==> src/rtl/ysyx_22040127_mul_pkg.sv <==
// Shared encodings for the RV64M multiply controller: op codes, FSM states and core latency.
package ysyx_22040127_mul_pkg;

    localparam logic [2:0] MUL_OP_MUL    = 3'd0;
    localparam logic [2:0] MUL_OP_MULH   = 3'd1;
    localparam logic [2:0] MUL_OP_MULHSU = 3'd2;
    localparam logic [2:0] MUL_OP_MULHU  = 3'd3;
    localparam logic [2:0] MUL_OP_MULW   = 3'd4;

    localparam logic [1:0] ST_IDLE  = 2'd0;
    localparam logic [1:0] ST_BUSY  = 2'd1;
    localparam logic [1:0] ST_DONE  = 2'd2;
    localparam logic [1:0] ST_DRAIN = 2'd3;

    // Clock edges from the edge that raises mul_type to the edge that samples mul_ok.
    localparam int MUL_CORE_LAT = 2;

    function automatic logic op_is_legal(input logic [2:0] op);
        return op <= MUL_OP_MULW;
    endfunction

endpackage

==> src/rtl/ysyx_22040127_mul_sel.sv <==
// Combinational rd select from the 128-bit product, with MULW sign extension of the low word.
module ysyx_22040127_mul_sel
    import ysyx_22040127_mul_pkg::*;
#(
    parameter int XLEN = 64
) (
    input  logic [2:0]      i_op,
    input  logic [XLEN-1:0] i_high,
    input  logic [XLEN-1:0] i_low,
    output logic [XLEN-1:0] o_result
);

    always_comb begin
        o_result = '0;
        case (i_op)
            MUL_OP_MUL:    o_result = i_low;
            MUL_OP_MULH,
            MUL_OP_MULHSU,
            MUL_OP_MULHU:  o_result = i_high;
            MUL_OP_MULW:   o_result = {{(XLEN-32){i_low[31]}}, i_low[31:0]};
            default:       o_result = '0;
        endcase
    end

endmodule

==> src/rtl/ysyx_22040127_mul_ctrl.sv <==
// Issue/retire controller for the Booth/Wallace multiplier core.
// Optional build macro YSYX_22040127_MUL_ZERO_BYPASS_EN skips the core when either operand is zero.
module ysyx_22040127_mul_ctrl
    import ysyx_22040127_mul_pkg::*;
#(
    parameter int XLEN  = 64,
    parameter int TAG_W = 4
) (
    input  logic             clk,
    input  logic             rst,
    input  logic             in_valid,
    output logic             in_ready,
    input  logic [2:0]       in_op,
    input  logic [XLEN-1:0]  in_src1,
    input  logic [XLEN-1:0]  in_src2,
    input  logic [TAG_W-1:0] in_tag,
    input  logic             flush,
    output logic [XLEN-1:0]  mul_x,
    output logic [XLEN-1:0]  mul_y,
    output logic             mul_xs,
    output logic             mul_ys,
    output logic             mul_type,
    input  logic [XLEN-1:0]  mul_high,
    input  logic [XLEN-1:0]  mul_low,
    input  logic             mul_ok,
    output logic             out_valid,
    input  logic             out_ready,
    output logic [XLEN-1:0]  out_result,
    output logic [TAG_W-1:0] out_tag,
    output logic [1:0]       dbg_state
);

    // Handshakes: a request transfers on a rising edge where in_valid && in_ready;
    // a result transfers on a rising edge where out_valid && out_ready && !flush.
    logic [1:0]       r_state;
    logic [2:0]       r_op;
    logic [TAG_W-1:0] r_tag;
    logic [XLEN-1:0]  r_x;
    logic [XLEN-1:0]  r_y;
    logic             r_xs;
    logic             r_ys;
    logic             r_mul_type;
    logic             r_out_valid;
    logic [XLEN-1:0]  r_result;

    logic             w_in_ready;
    logic             w_accept;
    logic             w_zero_bypass;
    logic             w_skip_core;
    logic [XLEN-1:0]  w_sel_result;

    assign w_in_ready = (r_state == ST_IDLE) && !flush;
    assign w_accept   = in_valid && w_in_ready;

`ifdef YSYX_22040127_MUL_ZERO_BYPASS_EN
    assign w_zero_bypass = (in_src1 == '0) || (in_src2 == '0);
`else
    assign w_zero_bypass = 1'b0;
`endif

    // Reserved ops and zero-operand bypass both retire a zero without touching the core.
    assign w_skip_core = !op_is_legal(in_op) || w_zero_bypass;

    ysyx_22040127_mul_sel #(.XLEN(XLEN)) u_sel (
        .i_op     (r_op),
        .i_high   (mul_high),
        .i_low    (mul_low),
        .o_result (w_sel_result)
    );

    always_ff @(posedge clk or negedge rst) begin
        if (!rst) begin
            r_state     <= ST_IDLE;
            r_op        <= MUL_OP_MUL;
            r_tag       <= '0;
            r_x         <= '0;
            r_y         <= '0;
            r_xs        <= 1'b0;
            r_ys        <= 1'b0;
            r_mul_type  <= 1'b0;
            r_out_valid <= 1'b0;
            r_result    <= '0;
        end else begin
            r_mul_type <= 1'b0;
            case (r_state)
                ST_IDLE: begin
                    if (w_accept) begin
                        r_op  <= in_op;
                        r_tag <= in_tag;
                        r_x   <= in_src1;
                        r_y   <= in_src2;
                        r_xs  <= (in_op != MUL_OP_MULHU);
                        r_ys  <= (in_op == MUL_OP_MUL) || (in_op == MUL_OP_MULH) ||
                                 (in_op == MUL_OP_MULW);
                        if (w_skip_core) begin
                            r_result    <= '0;
                            r_out_valid <= 1'b1;
                            r_state     <= ST_DONE;
                        end else begin
                            r_mul_type  <= 1'b1;
                            r_state     <= ST_BUSY;
                        end
                    end
                end
                ST_BUSY: begin
                    // The core cannot be cancelled, so a flush must still wait out mul_ok.
                    if (flush) begin
                        r_state <= mul_ok ? ST_IDLE : ST_DRAIN;
                    end else if (mul_ok) begin
                        r_result    <= w_sel_result;
                        r_out_valid <= 1'b1;
                        r_state     <= ST_DONE;
                    end
                end
                ST_DONE: begin
                    if (flush || out_ready) begin
                        r_out_valid <= 1'b0;
                        r_state     <= ST_IDLE;
                    end
                end
                ST_DRAIN: begin
                    if (mul_ok) begin
                        r_state <= ST_IDLE;
                    end
                end
                default: r_state <= ST_IDLE;
            endcase
        end
    end

    assign in_ready   = w_in_ready;
    assign mul_x      = r_x;
    assign mul_y      = r_y;
    assign mul_xs     = r_xs;
    assign mul_ys     = r_ys;
    assign mul_type   = r_mul_type;
    assign out_valid  = r_out_valid;
    assign out_result = r_result;
    assign out_tag    = r_tag;
    assign dbg_state  = r_state;

endmodule

==> config.mk <==
export PLATFORM = sky130hd
export DESIGN_NAME = ysyx_22040127_mul_ctrl
export DESIGN_NICKNAME = d
export VERILOG_FILES = /design/src/rtl/ysyx_22040127_mul_pkg.sv /design/src/rtl/ysyx_22040127_mul_sel.sv /design/src/rtl/ysyx_22040127_mul_ctrl.sv
export SDC_FILE = /design/constraint.sdc
export NUM_CORES = 1
export LEC_CHECK = 0
export CAP_MARGIN = 0
export CORE_AREA = 3 3 182 184
export CTS_BUF_LIST = sky130_fd_sc_hd__clkbuf_4
export DETAILED_ROUTE_END_ITERATION = 6
export DIE_AREA = 0 0 185 187
export PLACE_DENSITY = 0.69
export REMOVE_ABC_BUFFERS = 1
export SLEW_MARGIN = 0
export SYNTH_ARGS = -nofsm -noshare
export SYNTH_HDL_FRONTEND = slang
export SYNTH_SLANG_ARGS = --single-unit
==> constraint.sdc <==
create_clock -name clk -period 4.55 [get_ports clk]
set_input_delay 1.1375 -clock clk [delete_from_list [all_inputs] [get_ports clk]]
set_output_delay 1.1375 -clock clk [all_outputs]
set_load 0.02 [all_outputs]
# [Yosys cells after proc, flatten, opt, wreduce, memory -nomap -nowiden]
# Index checks and enable logic that the tools add are counted.
[classes] n_lt_le_gt_ge=1 eq_ne=17 muxes=23 reduce_logical=16
[op_table] cell="$mux 64" n=4
[op_table] cell="$pmux 64 s3" n=1
[op_table] cell="$pmux 64 s2" n=1
[op_table] cell="$mux 2" n=7
[op_table] cell="$ne 2x2->1 const B" n=6
[op_table] cell="$mux 1" n=8
[op_table] cell="$pmux 2 s4" n=1
[op_table] cell="$eq 3x1->1 const B" n=2
[op_table] cell="$eq 3x2->1 const B" n=2
[op_table] cell="$eq 3x3->1 const B" n=2
[op_table] cell="$logic_not 3->1" n=2
[op_table] cell="$reduce_and 6->1" n=1
[op_table] cell="$reduce_and 5->1" n=1
[op_table] cell="$eq 2x2->1 const B" n=2
[op_table] cell="$reduce_and 4->1" n=1
[op_table] cell="$le 3x3->1 const B" n=1
[op_table] cell="$logic_or 1x1->1" n=3
[op_table] cell="$ne 3x2->1 const B" n=1
[op_table] cell="$ne 3x3->1 const B" n=1
[op_table] cell="$pmux 1 s3" n=1
[op_table] cell="$reduce_bool 3->1" n=1
[op_table] cell="$reduce_or 3->1" n=1
[op_table] cell="$eq 2x1->1 const B" n=1
[op_table] cell="$logic_and 1x1->1" n=2
[op_table] cell="4 further kinds" n=4
[word_totals] reg_bits=205 inputBits=269 out_inout_bits=203 wordCells=67

# [Logic depth before layout (Yosys ltp)]
# Gate-level depths: netlist of run 1.
[logic_depth] depth_word=6 ltp_mapped=7 ltp_nobuf=4

# [Modules after synthesis]
# A second synthesis of run 1 with hierarchy kept.
[unflattened] cells_unflattened=803 area_unflattened_um2=9959.6
[modules_own_cells] mod="ysyx_22040127_mul_ctrl" instances=1 cells_each=615 area_per_inst_um2=8298.0 seq_area_each_um2=5129.9
[modules_own_cells] mod="ysyx_22040127_mul_sel" instances=1 cells_each=188 area_per_inst_um2=1661.6 seq_area_each_um2=0.0

# [Worst setup path after synthesis of run 1]
# OpenSTA, ideal clock, no wires.
[synth_timing] path_kind="input -> output" from="in flush" to="out in_ready" arrival_time_ns=1.593 required_time_ns=3.413 slack_ns=1.820 path_stages=1 n_path_buf=0 path_cell_list="nor3_1"
[synth_between] elab_chain_len=2
[synth_lines] item="start, declared" line="ysyx_22040127_mul_ctrl.sv:17" text="input logic flush,"
[synth_lines] item="$logic_not 1->1" line="ysyx_22040127_mul_ctrl.sv:52" text="assign w_in_ready = (r_state == ST_IDLE) && !flush;"
[synth_lines] item="$logic_and 1x1->1" line="ysyx_22040127_mul_ctrl.sv:52"
[synth_lines] item="end, declared" line="ysyx_22040127_mul_ctrl.sv:12" text="output logic in_ready,"
# Every way passes these cells.

# [Worst setup path after layout of run 1]
# Same ends and word-level chain as after synthesis.

==> reports/metrics.yaml, run 1 <==
setup_path:
  cp_top_family: "buffers and inverters"
  slowest_delay_ns: 0.63
  critical_path.slowest_cell: "clkdlybuf4s50_1"
  crit_path_start: "flush"
  cp_num_buf_inv: 2
  criticalPathCategory: "in2out"
  critical_path_required_ns: 3.41
  r2r_start: "dbg_state[1]$_DFFE_PN0P_"
  reg2reg_to: "out_result[55]$_DFFE_PN0P_"
  r2r_slack_ns: 2.31
  end_kind: "output pin"
  critical_path_arrival_ns: 2.43
  cpMostUsedCell: "clkdlybuf4s50_1"
  worstRegToRegCells: 5
  start_kind: "input port"
  crit_chain: "clkdlybuf4s50_1, nor3_1, clkdlybuf4s50_1"
  cp_max_fo: 6
routing:
  ant_nets: 0
  via_count: 8623
  drt-vias-per-instance: 4.56
  drc: 0
  drt_iter0_drc: 293
  wirelength_um: 33200
  first_pass_iters: 4
  wl_per_cell_um: 17.5
floorplan:
  dieHeight_um: 187
  fp.dieArea_mm2: 0.0346
  num_io_pins: 472
  die_w_um: 185
  rows: 65
  start_util_pct: 28.9
  core-area_mm2: 0.0316
hold_path:
  hold_path_class: "in2async"
job:
  drv_cap: 0
timing:
  drv_slew: 0
  clock.fmax_mhz: 280
  layout_min_cycle_time_ns: 3.57
  timing.setup.tns_ns: 0
  grt_setup_unrepaired: "no"
  worst_slew_pin_slew_ns: 0.862
  hold_viol: 0
  fin_crit_sh_pct: 78.5
  slew-limit-headroom_pct: 42.6
  clock-skew-final_ns: 0.0321
  setup_viol: 0
synthesis:
  synth_mux_area_share_pct: 7.89
  synthCells: 976
  synth_compound_area_share_pct: 5.14
  async_flop_share_pct: 100
  synth.largest_area_cell: "dfrtp_1"
  yosys.area_share.simple_pct: 27.0
  post-synth-top-count-cell: "nand2_1"
  synth.distinct_cells: 30
  synth_top_family_by_area: "simple AND/OR/NAND/NOR gates"
  synth-edff-count: 0
  synth_top_area_share_pct: 56.2
  synth_ff_type: "dfrtp_1"
  synth.area.top_cells: "dfrtp_1, nand2_1, nand3b_1"
  synth-xor-area-share_pct: 0.0959
  synthAdderAreaFrac_pct: 0
  synth_warnings: 0
  synth_seq_cells: 205
  syn_area_mm2: 0.00914
  yosysSeqAreaShare_pct: 56.2
  syn_area_per_cell_um2: 9.36
  yosys-top-cells-count: "nand2_1, dfrtp_1, nand3b_1, mux2_2, clkbuf_1"
grt:
  grt_max_degree: 134
  grt_pass1_vias: 9205
  track_usage_pct: 18.1
  grt_pass1_wl_um: 50300
  overflow: 0
  antenna_found_initial: 0
power:
  p_seq_share_pct: 34.6
  p_sw_mw: 2.81
  power.internal_mw: 4.75
  p_clk_share_pct: 22.5
  p_sw_share_pct: 37.2
  vdd_drop_max_mv: 0.283
  power.leakage_nw: 6.83
  power_density_mw_per_mm2: 506
  comb_power_share_pct: 43.0
clock_network:
  clkLatencyLatePin_ns: 0.65
  cts_root_buf: "clkbuf_4"
  clkTransAtPathRegs_ns: 0.07
  clock_sinks: 205
  cts_tree: "yes"
  post-cts-setup-buffers: 0
  htreeDepth: 2
  ctsHoldBuffers: 0
  ctsResizeCount: 0
  cts_buffer_depth: 3
  cts_inserted_buffers: 58
finish:
  multi_input_area_mm2: 0.00369
  n_antenna_cell: 0
  nNetsFinal: 1718
  fill_cells: 2994
  register_area_mm2: 0.00513
  drive_gt1_share_pct: 11.7
  stdcell_area_mm2: 0.0149
  area_growth_pct: 63.6
placement:
  place.gp.congestion: 0.766
  io_buffers: 471
  dp_hpwl_um: 23200
  placed_area_mm2: 0.0142
status:
  status: "finished clean"
-- how the worst max path moves through the flow --
stage / to / slack, ns / depth (start not counted)
floorplan: mul_xs$_DFFE_PN0P_ / -4.25 / 4
global placement: in_ready / 0.95 / 3
detailed placement: in_ready / 0.97 / 3
CTS: in_ready / 0.97 / 3
global route: in_ready / 0.90 / 3
finish: in_ready / 0.98 / 3
-- final cells by class --
| type | instances | area share [%] |
|---|---|---|
| flip-flops and latches | 205 | 34.3 |
| repair buffers | 486 | 32.7 |
| multi-input cells | 697 | 24.7 |
| clock buffers | 85 | 4.27 |
| well taps | 402 | 3.37 |
| clock inverters | 17 | 0.653 |
| inverters | 1 | 0.0251 |
-- worst reg2reg max path: stages, from the launching register on --
cell and delay (ns):
dfrtp_1 0.54, nand2b_1 0.22, a21o_2 0.64, buf_4 0.34, a31oi_1 0.07, mux2_2 0.30
-- cells in the final DEF, fill, tap and decap left out, types with 11 or more instances in the layout --
cell / count
a31oi_1: 32
dfrtp_1: 204
clkinv_1: 12
mux2_2: 59
buf_4: 11
clkdlybuf4s50_1: 470
clkbuf_4: 85
nand3b_1: 96
a21oi_1: 34
nand2_1: 442
-- through the flow --
| step | hold WS [ns] | power [mW] | setup slack, ns | utilization [%] | instances |
|---|---|---|---|---|---|
| CTS | 0.374 | 7.70 | 0.970 | 47.4 | 1893 |
| detailed placement | 0.460 | 5.93 | 0.970 | 45.0 | 1791 |
| floorplan | 0.460 | 4.20 | -4.25 | - | 903 |
| global route | 0.375 | 8.04 | 0.900 | 47.4 | 1893 |
| finish | 0.419 | 7.56 | 0.978 | 47.4 | 1893 |
| global placement | 0.455 | 5.87 | 0.946 | 45.0 | 1791 |
-- power groups by stage --
| stage | clock [mW] | combinational [mW] | sequential (mW) |
|---|---|---|---|
| finish | 1.70 | 3.25 | 2.61 |
| global route | 1.88 | 3.47 | 2.68 |
| floorplan | 0 | 0.927 | 3.27 |
| global placement | 0 | 3.25 | 2.62 |
| CTS | 1.79 | 3.30 | 2.62 |
| detailed placement | 0 | 3.28 | 2.64 |
-- kinds of logic (layout without fill, tap and decap cells) --
family,after synthesis,after routing
compound gates,78,78
xor+xnor,1,1
buf+inv,74,589
flops,205,205
mux,64,64
simple gates,554,554
-- registers in the layout, indices dropped and copies added, names as in the netlist, 2 cells and up --
| register | cells |
|---|---|
| mul_x | 64 |
| mul_y | 64 |
| out_result | 64 |
| out_tag | 4 |
| r_op | 3 |
| dbg_state | 2 |
-- per-layer routing --
layer  GRT usage [%]  part of all wire, %  vias to the layer above
li1                -                    -                     4169
met1            20.3                   38                     4038
met2            31.5                   49                      359
met3            7.35                   11                       57
met4            5.45                  2.4                        0
met5               0                    0                        -
Note: power is estimated with default switching activity, not from simulation.
==> inputs of run 2 (changes only) <==
- CORE_AREA: 3 3 182 184 -> 3 3 183 185
- DIE_AREA: 0 0 185 187 -> 0 0 186 188
- clock period: 4.55 -> 3.6 ns (I/O delays scaled with it)
==> run 2 against run 1 <==
Clock power up 28%; final area is 0.54% higher; first-iteration DRC count increased by 14%; clock skew grew 0.0023 ns; utilization shrank 0.71 points; hold slack worse by 0.21 ns; power is 27% higher; count of clock-buffer cells in the layout up 2; critical path depth unchanged; routed wire length up 2.0%; setup slack worse by 0.51 ns; non-clock buffer count is 3 higher.
==> reports/metrics.yaml, run 2 (synthesis gave the netlist of run 1 again) <==
status:
  status: "finished clean"
routing:
  wirelength_um: 33800
  drt-vias-per-instance: 4.56
  wl_per_cell_um: 17.7
  drt_iter0_drc: 333
  drc: 0
  via_count: 8707
  first_pass_iters: 4
  ant_nets: 0
placement:
  place.gp.congestion: 0.773
  dp_hpwl_um: 24000
  io_buffers: 471
setup_path:
  critical_path_arrival_ns: 2.23
  worstRegToRegCells: 5
  worst-path-stages: 3
  critical_path.slowest_cell: "clkdlybuf4s50_1"
  end_kind: "output pin"
  critical_path_required_ns: 2.70
  crit_chain: "clkdlybuf4s50_1, nor3_1, clkdlybuf4s50_1"
  cp_max_fo: 6
  cpMostUsedCell: "clkdlybuf4s50_1"
  cp_num_buf_inv: 2
  criticalPathCategory: "in2out"
  slowest_delay_ns: 0.65
  start_kind: "input port"
  cp_top_family: "buffers and inverters"
timing:
  setup_viol: 0
  hold_viol: 0
  slew-limit-headroom_pct: 49.6
  whs_ns: 0.210
  drv_slew: 0
  clock.fmax_mhz: 319
  grt_setup_unrepaired: "no"
  clock-skew-final_ns: 0.0344
  worst_slew_pin_slew_ns: 0.755
  fin_crit_sh_pct: 87.0
  layout_min_cycle_time_ns: 3.13
  timing.setup.tns_ns: 0
grt:
  grtUsageMet2_pct: 31.8
  grt.busiest_layer: "met2"
  met1_usage_pct: 20.7
  track_usage_pct: 18.5
  grt_pass1_wl_um: 51000
  grt_max_degree: 99
  antenna_found_initial: 2
  overflow: 0
  grt_pass1_vias: 9130
  grtUsageMet3_pct: 7.62
job:
  drv_cap: 0
clock_network:
  clkLatencyLatePin_ns: 0.68
  cts_tree: "yes"
  ctsResizeCount: 0
  clock_sinks: 205
  post-cts-setup-buffers: 0
  cts_inserted_buffers: 59
  ctsHoldBuffers: 0
  clkTransAtPathRegs_ns: 0.07
  htreeDepth: 2
  cts_root_buf: "clkbuf_4"
  cts_buffer_depth: 3
power:
  vdd_drop_max_mv: 0.410
  power.leakage_nw: 6.87
  power_density_mw_per_mm2: 640
  total_power_mw: 9.61
floorplan:
  fp.dieArea_mm2: 0.0350
  start_util_pct: 28.4
  rows: 66
  num_io_pins: 472
  die_w_um: 186
  dieHeight_um: 188
  core-area_mm2: 0.0322
finish:
  nNetsFinal: 1722
  area_growth_pct: 64.5
  mostFrequentLayoutCells: "clkdlybuf4s50_1, nand2_1, dfrtp_1"
  drive_gt1_share_pct: 12.3
  mostFrequentLayoutCell: "clkdlybuf4s50_1"
hold_path:
  hold_path_class: "in2async"
[run 2: changes by cell type in the layout (fill, tap and decap cells not counted), sizes merged]
cell / delta
clkinv: +7
bufinv: -1
clkbuf: +2
buf: +3
diode: +1
[run 2: path summary, 6_finish.rpt]
kind	from	to	slack (ns)
worst min register to register	mul_y[12]$_DFFE_PN0P_	mul_y[12]$_DFFE_PN0P_	0.47
worst max-delay path	flush	in_ready	0.47
worst max register to register	dbg_state[1]$_DFFE_PN0P_	out_result[32]$_DFFE_PN0P_	1.30
worst min-delay path	rst	mul_x[5]$_DFFE_PN0P_	0.21
max in group asynchronous	rst	out_result[54]$_DFFE_PN0P_	2.58
min in group clk	mul_y[12]$_DFFE_PN0P_	mul_y[12]$_DFFE_PN0P_	0.47
[run 2: worst reg2reg max path, cell delays in order, from the launching register on]
cell and delay [ns]:
dfrtp_1 0.54, nand2b_1 0.23, a21o_2 0.59, buf_4 0.42, a31oi_1 0.10, mux2_2 0.29
[run 2: where the power goes]
group | internal [mW] | switching, mW | leakage [nW]
sequential | 2.94 | 0.358 | 2.63
clock | 1.12 | 1.06 | 0.456
combinational | 1.93 | 2.20 | 3.78
[run 2: metal layers]
metal / routed length [um] / up-vias / share of wire, %
li1: - / 4182 / -
met2: 16400 / 402 / 48
met1: 12700 / 4052 / 38
met4: 931 / 2 / 2.8
met5: 20 / - / 0.059
met3: 3810 / 69 / 11
[run 2: area by class of cell]
cell class / instances / area [um2]
antenna: 1 / 2.50
clock buffer: 87 / 653
clock inverter: 23 / 105
fill: 3103 / 17200
inverter: 1 / 3.75
multi-input combinational: 697 / 3690
sequential: 205 / 5130
tap: 408 / 510
timing repair buffer: 489 / 4930
[run 2: through the flow]
| stage | std cells | setup slack, ns | utilization [%] | area (um2) |
|---|---|---|---|---|
| after detailed placement | 1800 | 0.468 | 44.3 | 14300 |
| after global placement | 1800 | 0.483 | 44.3 | 14300 |
| final | 1911 | 0.467 | 46.7 | 15000 |
| after CTS | 1910 | 0.476 | 46.6 | 15000 |
| after floorplan | 903 | -4.96 | - | 8800 |
| after global routing | 1911 | 0.417 | 46.7 | 15000 |
==> inputs of run 3 (changes only) <==
- ABC_AREA: unset -> 1
- CORE_AREA: 3 3 183 185 -> 3 3 180 182
- DIE_AREA: 0 0 186 188 -> 0 0 183 185
- PLACE_DENSITY: 0.69 -> 0.7
==> run 3 against run 2 <==
Routed wire length decreased by 6.4%; sequential power increased by 22%; final area decreased by 2.4%.
==> reports/metrics.yaml, run 3 <==
power:
  p_sw_mw: 5.33
  power_density_mw_per_mm2: 865
  power.leakage_nw: 7.20
  power.internal_mw: 7.37
  p_seq_share_pct: 31.8
  p_sw_share_pct: 42.0
  comb_power_share_pct: 52.3
  p_clk_share_pct: 15.8
  vdd_drop_max_mv: 0.434
timing:
  timing.setup.tns_ns: 0
  hold_viol: 0
  worst_slew_pin_slew_ns: 1.11
  setup_viol: 0
  layout_min_cycle_time_ns: 3.24
  fin_crit_sh_pct: 90.1
  clock.fmax_mhz: 308
  slew-limit-headroom_pct: 26.0
  whs_ns: 0.274
  clock-skew-final_ns: 0.0427
  drv_slew: 0
  grt_setup_unrepaired: "no"
routing:
  wirelength_um: 31700
  first_pass_iters: 5
  wl_per_cell_um: 15.4
  drc: 0
  drt-vias-per-instance: 4.38
  via_count: 9036
  drt_iter0_drc: 447
  ant_nets: 0
finish:
  area_growth_pct: 64.8
  fill_cells: 2980
  nNetsFinal: 1898
  mostFrequentLayoutCells: "nand2_1, clkdlybuf4s50_1, dfrtp_1"
  mostFrequentLayoutCell: "nand2_1"
  drive_gt1_share_pct: 6.61
clock_network:
  cts_tree: "yes"
  cts_root_buf: "clkbuf_4"
  clkLatencyLatePin_ns: 0.67
  ctsHoldBuffers: 0
  clkTransAtPathRegs_ns: 0.07
  cts_inserted_buffers: 57
  clock_sinks: 205
  htreeDepth: 2
  cts_buffer_depth: 3
  ctsResizeCount: 0
  post-cts-setup-buffers: 0
floorplan:
  start_util_pct: 28.9
  rows: 64
  die_w_um: 183
  num_io_pins: 472
  dieHeight_um: 185
  fp.dieArea_mm2: 0.0339
  core-area_mm2: 0.0307
placement:
  dp_hpwl_um: 23100
  io_buffers: 471
  place.gp.congestion: 0.849
setup_path:
  critical_path_required_ns: 2.70
  critical_path.slowest_cell: "clkdlybuf4s50_1"
  cp_max_fo: 8
  start_kind: "input port"
  critical_path_arrival_ns: 2.34
  criticalPathCategory: "in2out"
  crit_chain: "clkdlybuf4s50_1, nor2_1, clkdlybuf4s50_1"
  cp_num_buf_inv: 2
  cpMostUsedCell: "clkdlybuf4s50_1"
  end_kind: "output pin"
  cp_top_family: "buffers and inverters"
  slowest_delay_ns: 0.65
synthesis:
  yosys-top-cells-count: "nand2_1, dfrtp_1, nor2_1, o21ai_1, inv_1"
  syn_area_mm2: 0.00890
  synth_top_area_share_pct: 57.6
  synthCells: 1148
  syn_area_per_cell_um2: 7.75
  synth.largest_area_cell: "dfrtp_1"
  yosysSeqAreaShare_pct: 57.6
  synth-edff-count: 0
  synth_warnings: 0
  post-synth-top-count-cell: "nand2_1"
  synth_ff_type: "dfrtp_1"
  async_flop_share_pct: 100
  synth.area.top_cells: "dfrtp_1, nand2_1, nor2_1"
  synth_seq_cells: 205
  synth.distinct_cells: 22
grt:
  overflow: 0
  grt_pass1_wl_um: 49100
  antenna_found_initial: 1
  grt_max_degree: 138
  grt_pass1_vias: 9249
  track_usage_pct: 18.0
job:
  drv_cap: 0
status:
  status: "finished clean"
hold_path:
  hold_path_class: "in2async"
run 3: through the flow:
step	instances	power [mW]	util, %	setup slack, ns	instance area [um2]
detailed placement	1966	10.8	45.5	0.329	14000
global route	2062	13.7	47.7	0.258	14700
finish	2062	12.7	47.7	0.356	14700
floorplan	1083	7.29	-	-3.09	8590
CTS	2060	12.9	47.7	0.326	14700
global placement	1966	10.7	45.5	0.346	14000
run 3: kinds of logic (layout without fill, tap and decap cells):
group           after synthesis  count (layout)  synth area share (%)
compound gates               74              74                  4.19
buf+inv                     109             625                  5.38
flops                       205             205                  57.6
other cells                   0               2                     0
simple gates                760             760                  32.8
run 3: path summary, 6_finish.rpt:
kind | start | endpoint | slack, ns | cells past startpoint
worst max-delay path | flush | in_ready | 0.36 | 3
worst max register to register | r_op[1]$_DFFE_PN0P_ | out_result[43]$_DFFE_PN0P_ | 1.21 | 7
max in group asynchronous | rst | mul_x[59]$_DFFE_PN0P_ | 2.53 | 2
worst min-delay path | rst | out_tag[0]$_DFFE_PN0P_ | 0.27 | 1
worst min register to register | mul_y[60]$_DFFE_PN0P_ | mul_y[60]$_DFFE_PN0P_ | 0.48 | 2
min in group clk | mul_y[60]$_DFFE_PN0P_ | mul_y[60]$_DFFE_PN0P_ | 0.48 | 2
run 3: power groups by stage:
stage | Combinational, mW | Clock [mW] | Sequential, mW
after floorplan | 1.91 | 0 | 5.38
after detailed placement | 6.73 | 0 | 4.05
after global placement | 6.66 | 0 | 4.02
final | 6.64 | 2.01 | 4.04
after CTS | 6.75 | 2.11 | 4.04
after global routing | 7.25 | 2.22 | 4.19
run 3: area by class of cell:
type / instances / area, um2 / area share (%)
inverters: 44 / 168 / 1.14
repair buffers: 487 / 4900 / 33.4
multi-input cells: 834 / 3300 / 22.5
well taps: 396 / 495 / 3.38
diodes: 2 / 5.00 / 0.0341
flip-flops and latches: 205 / 5130 / 35.0
clock buffers: 83 / 623 / 4.25
clock inverters: 11 / 52.6 / 0.358
run 3: routing by layer:
| metal | GRT usage [%] | part of all wire [%] | vias up | routed length (um) |
|---|---|---|---|---|
| li1 | - | - | 4489 | - |
| met1 | 21.7 | 40 | 4135 | 12700 |
| met2 | 30.9 | 49 | 334 | 15600 |
| met3 | 4.71 | 7.0 | 78 | 2220 |
| met4 | 6.98 | 3.6 | 0 | 1150 |
| met5 | 0 | 0 | - | 0 |
